===== src/rtl/i2c_rx_capture.sv =====
// i2c_rx_capture: oversampled I2C receive shifter feeding a first-word-fall-through RX FIFO,
// with START/STOP condition detection.
module i2c_rx_capture #(
   parameter int FIFO_DEPTH = 8,
   parameter int ADDR_W     = 3
) (
   input  logic              i2c_core_clk,
   input  logic              rst_n,
   input  logic              rx_enable,
   input  logic              scl_in,
   input  logic              sda_in,
   input  logic              rd_en,
   input  logic              clear,
   output logic [7:0]        rd_data,
   output logic              empty,
   output logic              full,
   output logic [ADDR_W:0]   count,
   output logic              overflow,
   output logic              byte_done,
   output logic              start_det,
   output logic              stop_det
);
   // [0] first sync flop, [1] synchronised value, [2] history
   logic [2:0]        scl_q, sda_q;
   logic [7:0]        shift_q, shift_d;
   logic [2:0]        bit_cnt_q, bit_cnt_d;
   logic              done_q, done_d;
   logic              start_q, stop_q;
   logic [ADDR_W-1:0] wr_ptr_q, wr_ptr_d, rd_ptr_q, rd_ptr_d;
   logic [ADDR_W:0]   count_q, count_d;
   logic              ovf_q, ovf_d;
   logic [7:0]        mem [FIFO_DEPTH];
   logic              scl_rise, scl_high, start_c, stop_c, pop, wr_ok;

   assign scl_rise = scl_q[1] & ~scl_q[2];
   assign scl_high = scl_q[1] & scl_q[2];
   assign start_c  = scl_high & sda_q[2] & ~sda_q[1];
   assign stop_c   = scl_high & ~sda_q[2] & sda_q[1];

   assign empty     = (count_q == '0);
   assign full      = (count_q == (ADDR_W+1)'(FIFO_DEPTH));
   assign count     = count_q;
   assign overflow  = ovf_q;
   assign byte_done = done_q;
   assign start_det = start_q;
   assign stop_det  = stop_q;
   assign rd_data   = empty ? 8'h00 : mem[rd_ptr_q];

   // The completed byte stays in shift_q for the push cycle: the next SCL rise is several cycles away.
   assign pop   = rd_en & ~empty;
   assign wr_ok = done_q & (~full | pop);

   always_comb begin
      shift_d   = shift_q;
      bit_cnt_d = bit_cnt_q;
      done_d    = 1'b0;
      if (start_c | stop_c) begin
         shift_d   = 8'h00;
         bit_cnt_d = 3'd0;
      end else if (clear | ~rx_enable) begin
         bit_cnt_d = 3'd0;
      end else if (scl_rise) begin
         shift_d   = {shift_q[6:0], sda_q[1]};
         bit_cnt_d = bit_cnt_q + 3'd1;
         done_d    = (bit_cnt_q == 3'd7);
      end
   end

   always_comb begin
      wr_ptr_d = wr_ptr_q + ADDR_W'(wr_ok);
      rd_ptr_d = rd_ptr_q + ADDR_W'(pop);
      count_d  = count_q + (ADDR_W+1)'(wr_ok) - (ADDR_W+1)'(pop);
      ovf_d    = ovf_q | (done_q & full & ~pop);
      if (clear) begin
         wr_ptr_d = '0;
         rd_ptr_d = '0;
         count_d  = '0;
         ovf_d    = 1'b0;
      end
   end

   always_ff @(posedge i2c_core_clk or negedge rst_n) begin
      if (!rst_n) begin
         scl_q     <= 3'b111;
         sda_q     <= 3'b111;
         shift_q   <= 8'h00;
         bit_cnt_q <= 3'd0;
         done_q    <= 1'b0;
         start_q   <= 1'b0;
         stop_q    <= 1'b0;
         wr_ptr_q  <= '0;
         rd_ptr_q  <= '0;
         count_q   <= '0;
         ovf_q     <= 1'b0;
      end else begin
         scl_q     <= {scl_q[1:0], scl_in};
         sda_q     <= {sda_q[1:0], sda_in};
         shift_q   <= shift_d;
         bit_cnt_q <= bit_cnt_d;
         done_q    <= done_d;
         start_q   <= start_c;
         stop_q    <= stop_c;
         wr_ptr_q  <= wr_ptr_d;
         rd_ptr_q  <= rd_ptr_d;
         count_q   <= count_d;
         ovf_q     <= ovf_d;
      end
   end

   always_ff @(posedge i2c_core_clk) begin
      if (wr_ok & ~clear) mem[wr_ptr_q] <= shift_q;
   end
endmodule


===== config.mk =====
export PLATFORM = sky130hd
export DESIGN_NAME = i2c_rx_capture
export DESIGN_NICKNAME = d
export VERILOG_FILES = /design/src/rtl/i2c_rx_capture.sv
export SDC_FILE = /design/constraint.sdc
export NUM_CORES = 1
export LEC_CHECK = 0
export CORE_UTILIZATION = 58
export CTS_CLUSTER_DIAMETER = 50
export CTS_CLUSTER_SIZE = 10
export DETAILED_ROUTE_END_ITERATION = 12
export PLACE_DENSITY = 0.78
export SLEW_MARGIN = 10
export SYNTH_ARGS = -nofsm -noshare
export SYNTH_HDL_FRONTEND = slang
export SYNTH_SLANG_ARGS = --single-unit

===== constraint.sdc =====
create_clock -name i2c_core_clk -period 2.6 [get_ports i2c_core_clk]
set_input_delay 0.26 -clock i2c_core_clk [delete_from_list [all_inputs] [get_ports i2c_core_clk]]
set_output_delay 0.26 -clock i2c_core_clk [all_outputs]
set_load 0.01 [all_outputs]

==> results.md, run 1 <==
STA:
- The hold violation count in the final report is 0.
- Setup repair after global routing left no endpoint under its margin.
- For this run, the top clock speed supported by timing is about 0.41 GHz.
- The worst max-slew margin expressed relative to the limit is a little over two fifths.
- The setup TNS after final layout is 0 ps.
- Of the available clock period, the critical path in the final layout requires 94.3%.
- The actual transition at the worst max-transition pin is 859 ps.
- Setup violations remaining at the end of the flow were counted as 0.
- The worst path needs 2450 ps of the cycle, external delays included.
- The tightest hold path in the finished design has a slack of 287 ps.
- Between clock sinks in the finished design, the worst skew comes to 7.80 ps.
- The max-slew violation total from the final report came to 0.

GRT:
- The number of global-route vias before repair is 2,137.
- Entering global routing, the biggest net connects 33 pins.
- The initial antenna violation count is 0.
- The wire length of the first global-routing pass is 10,800 µm.
- In the global route stage, overall resource usage came out at 20.1%.
- For this run the aggregate overflow at the end of global routing stands at 0.

Floorplan:
- The number of ports placed on the die boundary is 25.
- The initial core utilization is 61.6%.
- The floorplan step defined a die boundary enclosing between 0.007 and 0.008 mm².
- From left edge to right edge, the die measures 85.3 µm.
- The area of the core is 0.00653 mm².
- The number of placement rows is 29.
- The die is between 80 and 90 µm tall.

Job:
- Across the run, the number of max-cap violations was 0.

Route:
- The remaining routing DRC violations is 0.
- The via density per instance is 5.65.
- The first-pass iteration count of the detailed router is 4.
- Wires add up to approximately 6500 µm.
- In this run, the number of DRC markers left after iteration 0 of detailed routing was 104.
- The count of antenna-violating nets left after detailed routing is 0.
- The average wire per standard cell is roughly 17 µm.
- The via count of the routed design is 2,140.

Power:
- Summed over all cells, the static leakage comes to between 1.5 and 2 nW.
- The maximum vdd ir drop is ~0.00067 V.
- The power density of the placed cells is slightly above 800 mW/mm².

Logic synthesis:
- Summing the areas of all xor and xnor instances in the mapped netlist gives 0.871% of the synthesized area.
- The number of warnings printed during yosys synthesis is 0.
- The synthesized netlist occupies a cell area of 0.00402 mm².
- After synthesis, the largest family of logic cells by area is multiplexers.
- The netlist uses 36 different library cells.
- Summing the areas of all compound-gate instances in the mapped netlist gives under 10% of the synthesized area.
- The simple-gate portion of the synthesized area is under 10%.
- The number of synthesized register bits is 95.
- The area share of fa/ha/maj cells after synthesis is 4.23%.
- The synthesized netlist net count is 278.
- The cell count after synthesis came out at 258.
- The proportion of synthesized area in mux cells is 10.7%.
- The mean cell area of the mapped netlist is around 16 µm².
- Sequential elements use 67.2% of the synthesized area.

Place:
- During placement, the flow inserted port buffers numbering 24.
- The final weighted congestion in routability-driven placement is 0.738.
- The half-perimeter wire length after detailed placement is 4340 µm.
- The total placed instance area is around 0.0044 mm².

Layout:
- The number of fill cells in the layout is 451.
- The number of antenna diodes in the final layout is 0.
- The area added between synthesis and finish is 13.8%.
- For this run, the post-layout net count is 317.
- The cell area after layout is 0.00458 mm².
- Cells with a size suffix above 1 make up 17.2% of the layout.
- In the layout the commonest cells are sky130_fd_sc_hd__edfxtp_1, sky130_fd_sc_hd__mux2i_1, sky130_fd_sc_hd__dfrtp_1.
- The most common cell after layout, fill and taps aside is sky130_fd_sc_hd__edfxtp_1.

Clocking:
- The clock-pin slew reported for the worst setup and hold paths after clock tree synthesis is approximately 90 ps.
- The maximum count of clock buffers along a single path is 2.
- The H-tree was split into 3 levels.
- The quantity of hold-fixing buffers added after cts is 0.
- The CTS tree is done.
- The tree built by TritonCTS fans out to 95 sinks.
- Counting the buffers created by CTS gives 9.
- The later pin in the worst-skew pair is clocked with a latency of ~350 ps.
- The cell at the root of the clock tree is sky130_fd_sc_hd__clkbuf_8.

Critical path:
- Data arrives at the worst endpoint at 2690 ps.
- The required arrival time at the worst endpoint is 2840 ps.
- The critical path capture point type is a flop.
- The critical path is of the flop to flop type.
- The type of element launching the critical path is a flop.
- Of all nets on the critical path, the largest fanout is 3.

Worst hold path:
- The classification of the worst-slack hold path is primary input to asynchronous set/reset pin.

Run status:
- The run finished with clean final reports.
-- repair_timing --
item	in CTS	in global routing
buffers inserted	0	1
setup endpoints to repair	0	1
gates resized for setup	0	0
-- critical path, cell delays in order (launching register included) --
cell	delay (ps)
sky130_fd_sc_hd__dfrtp_1	390
sky130_fd_sc_hd__inv_1	110
sky130_fd_sc_hd__ha_1	160
sky130_fd_sc_hd__or3b_4	410
sky130_fd_sc_hd__o21ai_4	140
sky130_fd_sc_hd__ha_1	150
sky130_fd_sc_hd__inv_1	70
sky130_fd_sc_hd__ha_1	280
sky130_fd_sc_hd__a21o_1	150
sky130_fd_sc_hd__a21oi_1	140
sky130_fd_sc_hd__mux2_2	350
-- Yosys cell counts --
cell                       instances  share of area, %
sky130_fd_sc_hd__nand2b_1          4              0.62
sky130_fd_sc_hd__inv_2             1             0.093
sky130_fd_sc_hd__nor3_2            8               2.0
sky130_fd_sc_hd__a22o_1           16               3.5
sky130_fd_sc_hd__o211ai_1          1              0.19
sky130_fd_sc_hd__clkbuf_1          3              0.28
sky130_fd_sc_hd__nand3b_1          1              0.19
sky130_fd_sc_hd__and2_1            2              0.31
sky130_fd_sc_hd__nor3_1            7              0.87
sky130_fd_sc_hd__or3b_4            1              0.28
sky130_fd_sc_hd__a21oi_1           3              0.37
sky130_fd_sc_hd__inv_1             8              0.75
sky130_fd_sc_hd__dfstp_2           6               3.9
sky130_fd_sc_hd__nor2_1           21               2.0
sky130_fd_sc_hd__xnor2_1           3              0.65
sky130_fd_sc_hd__nand2_1           2              0.19
sky130_fd_sc_hd__buf_2             2              0.25
sky130_fd_sc_hd__buf_1             1             0.093
sky130_fd_sc_hd__a21o_1            1              0.19
sky130_fd_sc_hd__buf_12            1              0.50
sky130_fd_sc_hd__mux2i_1          42                10
sky130_fd_sc_hd__or3_1             1              0.16
sky130_fd_sc_hd__and4bb_2          1              0.31
sky130_fd_sc_hd__or3b_2            1              0.22
sky130_fd_sc_hd__buf_8             1              0.37
sky130_fd_sc_hd__dfrtp_1          25                16
sky130_fd_sc_hd__fa_1              1              0.50
sky130_fd_sc_hd__buf_6             3              0.84
sky130_fd_sc_hd__o211ai_2          1              0.31
sky130_fd_sc_hd__ha_1             12               3.7
sky130_fd_sc_hd__edfxtp_1         64                48
sky130_fd_sc_hd__nor2b_1          10               1.6
sky130_fd_sc_hd__xor2_1            1              0.22
sky130_fd_sc_hd__mux2_2            1              0.28
sky130_fd_sc_hd__o21ai_4           1              0.40
sky130_fd_sc_hd__nor3b_1           1              0.19
-- final timing paths --
path | cells after the start | slack, ps | end | start
worst max-delay path | 10 | 150 | count[3] | count[2]
worst min-delay path | 2 | 290 | bit_cnt_q[0] | rst_n
worst max register to register | 10 | 150 | count[3] | count[2]
worst min register to register | 0 | 360 | scl_q[1] | scl_q[0]
max in group asynchronous | 2 | 1980 | scl_q[1] | rst_n
min in group i2c_core_clk | 1 | 300 | sda_q[0] | sda_in
-- cell type report --
type | count | area (µm²) | area share [%]
Clock buffer | 11 | 141 | 3.09
Clock inverter | 5 | 40.0 | 0.875
Inverter | 9 | 33.8 | 0.738
Multi-Input combinational cell | 143 | 1200 | 26.1
Sequential cell | 95 | 2710 | 59.1
Tap cell | 77 | 96.3 | 2.10
Timing Repair Buffer | 39 | 365 | 7.98
-- routing by layer --
layer	vias to the layer above	track usage [%]	wire, µm
met5	-	0	0
met4	0	7.88	99
met3	10	4.18	245
met2	45	32.8	3210
met1	1061	26.8	2950
li1	1024	-	-
-- cell families after synthesis --
logic type               Yosys count
flip-flops                        95
AND/OR/NAND/NOR                   60
multiplexers                      43
AO/OA/AOI/OAI                     23
buffers and inverters             20
adder cells (fa/ha/maj)           13
XOR/XNOR                           4
-- registers in the layout, summed over array words and instances (netlist names) --
signal     count
rd_ptr_q       3
shift_q        8
bit_cnt_q      3
mem           64
stop_det       1
scl_q          3
sda_q          3
wr_ptr_q       3
overflow       1
count          4
start_det      1
byte_done      1
-- per-stage QoR --
| stage | power, mW | std cells | setup WS (ps) | util, % |
|---|---|---|---|---|
| 6_report | 3.73 | 379 | 149 | 70.1 |
| 5_1_grt | 3.92 | 379 | 26.5 | 70.1 |
| 4_1_cts | 3.76 | 378 | 22.6 | 70.0 |
| 3_5_place_dp | 2.90 | 362 | 42.4 | 67.2 |
| 3_3_place_gp | 2.88 | 362 | 122 | 67.2 |
| 2_1_floorplan | 2.45 | 258 | 99.8 | - |
-- power breakdown --
group          total [mW]  internal, mW  switching [mW]
registers            1.72          1.66          0.0618
logic                1.13         0.608           0.526
clock network       0.873         0.381           0.493
Note: power is estimated with default switching activity, not from simulation.
==> run 2, diff against run 1 <==
--- a/config.mk
+++ b/config.mk
@@ -14,3 +14,4 @@
 export SYNTH_ARGS = -nofsm -noshare
 export SYNTH_HDL_FRONTEND = slang
 export SYNTH_SLANG_ARGS = --single-unit
+export TNS_END_PERCENT = 20
==> results of run 2 <==
No change in the layout: final DEF, timing and power equal those of run 1.
==> run 3, diff against run 2 <==
--- a/config.mk
+++ b/config.mk
@@ -9,9 +9,10 @@
 export CTS_CLUSTER_DIAMETER = 50
 export CTS_CLUSTER_SIZE = 10
 export DETAILED_ROUTE_END_ITERATION = 12
+export HOLD_SLACK_MARGIN = 0.15
+export MAX_ROUTING_LAYER = met4
 export PLACE_DENSITY = 0.78
 export SLEW_MARGIN = 10
 export SYNTH_ARGS = -nofsm -noshare
 export SYNTH_HDL_FRONTEND = slang
 export SYNTH_SLANG_ARGS = --single-unit
-export TNS_END_PERCENT = 20
==> results.md, run 3 (same netlist as run 1, synthesis figures left out) <==
Floorplan:
- The number of placement rows is 29 (unchanged).
- The chip width is 85.3 µm (unchanged).
- The number of ports placed on the die boundary is 25 (unchanged).
- The die footprint is 0.00727 mm² (unchanged).
- The chip height came to 85.3 µm (unchanged).
- The area of the core is 0.00653 mm² (unchanged).
- The initial core utilization came to 61.6% (unchanged).

GRT:
- The global-route usage over all layers is 20.9% (+0.79 points).
- The pin count of the biggest net entering global routing is 33 (unchanged).
- The global-route congestion overflow total was 0 (unchanged).
- The wire length of the first global-routing pass came to 10,800 µm (+0.51%).
- The initial antenna violation count is 0 (unchanged).
- The number of global-route vias before repair is 2,130 (-0.33%).

STA:
- The setup TNS after final layout is 0 ps (unchanged).
- The fmax was 0.407 GHz (-0.25%).
- The final period demand of the worst path is 2460 ps (+6.22 ps).
- The number of setup violations in the final report was 0 (unchanged).
- The max-slew violation total from the final report is 0 (unchanged).
- The hold violation count in the final report is 0 (unchanged).
- The worst clock skew is 5.10 ps (-2.70 ps).
- The part of the cycle the worst path needs is 94.5% (+0.24 points).
- The worst max-slew margin expressed relative to the limit was 44.3% (+1.6 points).
- Setup repair after global routing left no endpoint under its margin.
- The actual transition at the worst max-transition pin is 835 ps (-23.7 ps).

Critical path:
- The critical-path maximum fanout is 3 (unchanged).
- The delay contributed by the slowest stage of the critical path is 410 ps (about the same).
- The master of the slowest instance on the critical path is sky130_fd_sc_hd__or3b_4.
- The type of element launching the critical path is a flop.
- The signal on the critical path passes through inv_1 -> ha_1 -> or3b_4 -> o21ai_4 -> ha_1 -> inv_1 -> ha_1 -> a21o_1 -> a21oi_1 -> mux2_2.
- The number of cells traversed by the worst register-to-register path was 10 (unchanged).
- The capture instance of the worst register-to-register path is count[3].
- The depth of the critical timing path with buffers and inverters included is 10 (unchanged).
- The required arrival time at the worst endpoint is 2840 ps (about the same).
- The critical path capture point type is a flop.
- The count of buffering cells on the critical path with inverters included is 2 (unchanged).
- The setup slack of the worst register-to-register path was 140 ps (about the same).
- The cell family contributing the most delay on the critical path is adder cells.
- In this run the critical register-to-register path is launched from count[2].
- In this design, the critical path's most frequently occurring cell is sky130_fd_sc_hd__ha_1.
- The arrival time of data at the critical path endpoint is 2690 ps (about the same).
- The critical path in this run is classified as flop to flop.

Route:
- The sum of routed wire length over all layers is 6480 µm (-0.45%).
- The via count of the routed design is 2,158 (+0.84%).
- The average wire per standard cell is 17.1 µm (-0.45%).
- The via density per instance was 5.69 (+0.84%).
- The count of antenna-violating nets left after detailed routing is 0 (unchanged).
- The first-pass iteration count of the detailed router is 4 (unchanged).
- The iteration-0 DRC count of the detailed router is 97 (-6.7%).
- The remaining routing DRC violations is 0 (unchanged).

Layout:
- In the layout the commonest cells are sky130_fd_sc_hd__edfxtp_1, sky130_fd_sc_hd__mux2i_1, sky130_fd_sc_hd__dfrtp_1.
- The number of fill cells in the layout came to 450 (-0.22%).
- The area added between synthesis and finish was 13.8% (unchanged).
- The proportion of layout cells with a drive suffix above 1 is 17.2% (unchanged).
- The number of flip-flops in the largest register is 64 (unchanged).
- The final-stage net count was 317 (unchanged).
- The antenna diode count is 0 (unchanged).
- The cell area after layout is 0.00458 mm² (unchanged).
- Leaving out fill and tap cells, the most frequent cell in the layout is sky130_fd_sc_hd__edfxtp_1.
- mem holds more flip-flops than any other register.

Place:
- The number of I/O port buffers was 24 (unchanged).
- The total placed instance area is 0.00439 mm² (unchanged).
- The final weighted congestion in routability-driven placement is 0.747 (+1.2%).
- The half-perimeter wire length after detailed placement is 4340 µm (unchanged).

Power:
- The maximum vdd ir drop came to 0.000672 V (+0.58%).
- The power density of the placed cells is 814 mW/mm² (about the same).
- The static power due to leakage is 1.72 nW (unchanged).

Worst hold path:
- The classification of the worst-slack hold path is primary input to asynchronous set/reset pin.

Run status:
- The run finished with clean final reports.

Clocking:
- The number of clock sinks seen by CTS came to 95 (unchanged).
- The maximum count of clock buffers along a single path is 2 (unchanged).
- The clock latency of the later-clocked register in the worst-skew pair was 350 ps (about the same).
- The clock-pin slew reported for the worst setup and hold paths after clock tree synthesis is 90 ps (about the same).
- The quantity of hold-fixing buffers added after cts is 0 (unchanged).
- The clock buffer count from CTS is 9 (unchanged).
- The deepest level of the CTS H-tree was 3 (unchanged).
- The tree is rooted in a sky130_fd_sc_hd__clkbuf_8.
- TritonCTS built the clock tree.

Job:
- The max-capacitance violation count is 0 (unchanged).
-- run 3: cell counts in the layout (fill, tap and decap cells not counted) --
Identical to the previous run, type by type.
-- run 3: repair_timing --
| item | CTS | global route |
|---|---|---|
| setup buffers | 0 | 1 |
| setup endpoints to repair | 0 | 1 |
| gates resized for setup | 0 | 0 |
-- run 3: worst max-delay path by stage --
stage / start / endpoint / slack [ps]
final: count[2] / count[3] / 140
after global routing: count[2] / count[3] / 10
after CTS: count[2] / count[3] / 20
after detailed placement: count[2] / count[3] / 40
after global placement: count[2] / count[3] / 120
after floorplan: count[2] / count[3] / 100
-- run 3: where the power goes --
part	switching, mW	internal (mW)	total (mW)	leakage, nW
Sequential	0.0617	1.66	1.72	0.996
Clock	0.490	0.381	0.871	0.0826
Combinational	0.526	0.608	1.13	0.644
Total	1.08	2.65	3.73	1.72
-- run 3: final cells by class --
| cell class | count | area, µm² | area share [%] |
|---|---|---|---|
| flip-flops and latches | 95 | 2710 | 59.1 |
| multi-input cells | 143 | 1200 | 26.1 |
| repair buffers | 39 | 365 | 7.98 |
| clock buffers | 11 | 141 | 3.09 |
| well taps | 77 | 96.3 | 2.10 |
| clock inverters | 5 | 40.0 | 0.875 |
| inverters | 9 | 33.8 | 0.738 |
-- run 3: per-stage QoR --
stage | util (%) | worst slack [ps] | power (mW) | hold slack, ps | instances
floorplan | - | 99.8 | 2.45 | -35.6 | 258
global placement | 67.2 | 122 | 2.88 | 345 | 362
detailed placement | 67.2 | 42.4 | 2.90 | 347 | 362
CTS | 70.0 | 22.6 | 3.76 | 289 | 378
global route | 70.1 | 10.8 | 3.93 | 299 | 379
finish | 70.1 | 143 | 3.73 | 296 | 379
-- run 3: layer usage --
metal | vias to the layer above | part of all wire [%] | GRT usage [%]
met5 | - | 0 | -
met4 | 0 | 1.6 | 7.88
met3 | 8 | 4.6 | 4.38
met2 | 56 | 50 | 33.0
met1 | 1070 | 44 | 27.0
li1 | 1024 | - | -
==> variant, RTL diff (flow settings as in run 3) <==
The parameter `FIFO_DEPTH` goes from 8 to 16.
--- a/src/rtl/i2c_rx_capture.sv
+++ b/src/rtl/i2c_rx_capture.sv
@@ -1,7 +1,7 @@
 // i2c_rx_capture: oversampled I2C receive shifter feeding a first-word-fall-through RX FIFO,
 // with START/STOP condition detection.
 module i2c_rx_capture #(
-   parameter int FIFO_DEPTH = 8,
+   parameter int FIFO_DEPTH = 16,
    parameter int ADDR_W     = 3
 ) (
    input  logic              i2c_core_clk,
Behaviour: not the same (Yosys sat finds a counterexample within 4 cycles, from zero or initial values and one cycle with rst_n low).
==> variant against run 3 <==
The flow now finishes with violations (design-rule violations); final cell count decreased by 1.8%; total power increased by 7.6%; utilization increased by 0.68 points; worst setup slack improved by 0.089 ns; synthesized area decreased by 1.0%; final area increased by 0.41%; maximum frequency increased by 3.8%; sequential cell count unchanged; wire length increased by 4.5%; critical path type is now reg2out; largest cell class unchanged; highest routed layer unchanged.
==> variant: results (changes against run 3) <==
* Slowest CP cell: clkdlybuf4s50_1
* 1st-pass router iterations at 8 (+4)
* Routed len/inst at 18.2 µm (+6.5%)
* Biggest register: mem
* Largest delay share family, worst path: buffers and inverters
* Worst Path Arrival at 2.11 ns (-0.58 ns)
* Crit path from: rd_ptr_q[2]
* Fillers at 450 (unchanged)
* Crit path to: rd_data[0]
* Max incr delay on CP at 0.58 ns (+0.17 ns)
* Worst skew pair latency at 0.35 ns (about the same)
* GRT Total Usage at 22.3% (+1.4 points)
* Inst Count DP at 356 (-1.7%)
* GPL Wtd Cong at 0.751 (+0.50%)
* DRC Markers at 2 (+2)
* Yosys cell types at 31 (-14%)
* Share of layout cells above drive strength 1 at 16.6% (-0.61 points)
* Mapped Nets at 271 (-2.5%)
* Top FF cell, synth: edfxtp_1
* Status: complete, but fails checks
* Violated checks: design-rule violations
* Reg-to-reg setup timing slack at 0.41 ns (+0.27 ns)
* Async SR Flop Fraction at 32.6% (unchanged)
* Register area share after synthesis at 67.9% (+0.68 points)
* Max FFs per register at 64 (unchanged)
* Largest net degree at the start of global routing at 34 (+3.0%)
* Vias in the first global route at 2216 (+4.0%)
* RR Endpoint: count[3]
* Hold Path Class: in2async
* Max_slew headroom at 42.0% (-2.3 points)
* HPWL Detailed at 4.38 mm (+1.0%)
* Critical Path Fanout Max at 8 (+5)
* Fin cells at 372 (-1.8%)
* Worst R2R Path Depth at 10 (unchanged)
* First-pass GRT wire length at 11.4 mm (+5.5%)
* YS warnings at 0 (unchanged)
* N_diodes at 0 (unchanged)
* Maximum vdd drop at 0.728 mV (+8.3%)
* Via count at 2127 (-1.4%)
* Most common library cells after synthesis: edfxtp_1 (64), mux2i_1 (42), dfrtp_1 (25)
* Number of DRC markers in iteration 0 at 170 (+75%)
* Post-CTS resize count at 0 (unchanged)
* CTS root buf: clkbuf_8
* Seq group at 0.00172 W (about the same)
* Clk slew on worst S/H paths at 0.09 ns (about the same)
* Htree depth at 3 (unchanged)
* Initial antenna violation count at 0 (unchanged)
* Layout Skew at 0.0100 ns (+0.00495 ns)
* NumNets Final at 309 (-2.5%)
* Port Buf Inserts at 24 (unchanged)
* CTS max path bufs at 2 (unchanged)
* Net switching power at 0.00107 W (-1.0%)
* Static leakage at 1.75 nW (+1.5%)
* Syn Inst Count at 252 (-2.3%)
* Clk pwr share at 28.6% (+5.2 points)
* Post-CTS setup buffers at 0 (unchanged)
* Synth top area cells: edfxtp_1 (48%), dfrtp_1 (16%), mux2i_1 (11%)
==> variant: cell count changes after synthesis, sizes merged, moves of 2 or more <==
cell,run 3,this run
o211ai,2,0
nand2b,4,7
nor3,15,13
or3b,2,0
inv,9,6
==> variant: metrics by stage <==
stage | setup WS (ns) | cell area [µm²] | total power, W
2_1_floorplan | 0.413 | 3980 | 0.00247
5_1_grt | 0.0970 | 4600 | 0.00423
4_1_cts | 0.193 | 4600 | 0.00406
3_3_place_gp | 0.448 | 4350 | 0.00290
6_report | 0.232 | 4600 | 0.00401
3_5_place_dp | 0.420 | 4350 | 0.00292
==> variant: kinds of logic after synthesis <==
family,synth area share [%]
compound gates,4.08
buf+inv,3.08
flops,67.9
xor+xnor,0.880
fa+ha+maj,3.96
simple gates,9.26
mux,10.8
==> variant: final cells by class <==
type	count	area, µm²	share of cell area (%)
multi-input combinational	139	1160	25.1
inverter	6	22.5	0.490
clock inverter	4	73.8	1.61
clock buffer	12	178	3.86
sequential	95	2710	58.8
tap	77	96.3	2.10
timing repair buffer	39	365	7.95
==> variant: layer usage <==
layer  global-route usage, %  vias up  part of all wire [%]
li1                        -     1001                     -
met1                    28.5     1059                    43
met2                    35.6       52                    50
met3                    3.40       15                   4.5
met4                    10.3        0                   2.3
met5                       -        -                     0
==> variant: worst min-delay path by stage <==
stage,startpoint,to,slack (ns),cells after the start
5_1_grt,sda_in,sda_q[0],0.29,1
6_report,rst_n,bit_cnt_q[2],0.29,2
3_3_place_gp,sda_q[0],sda_q[1],0.35,0
3_5_place_dp,sda_q[0],sda_q[1],0.35,0
4_1_cts,rst_n,stop_det,0.28,2
2_1_floorplan,rst_n,bit_cnt_q[0],-0.04,0
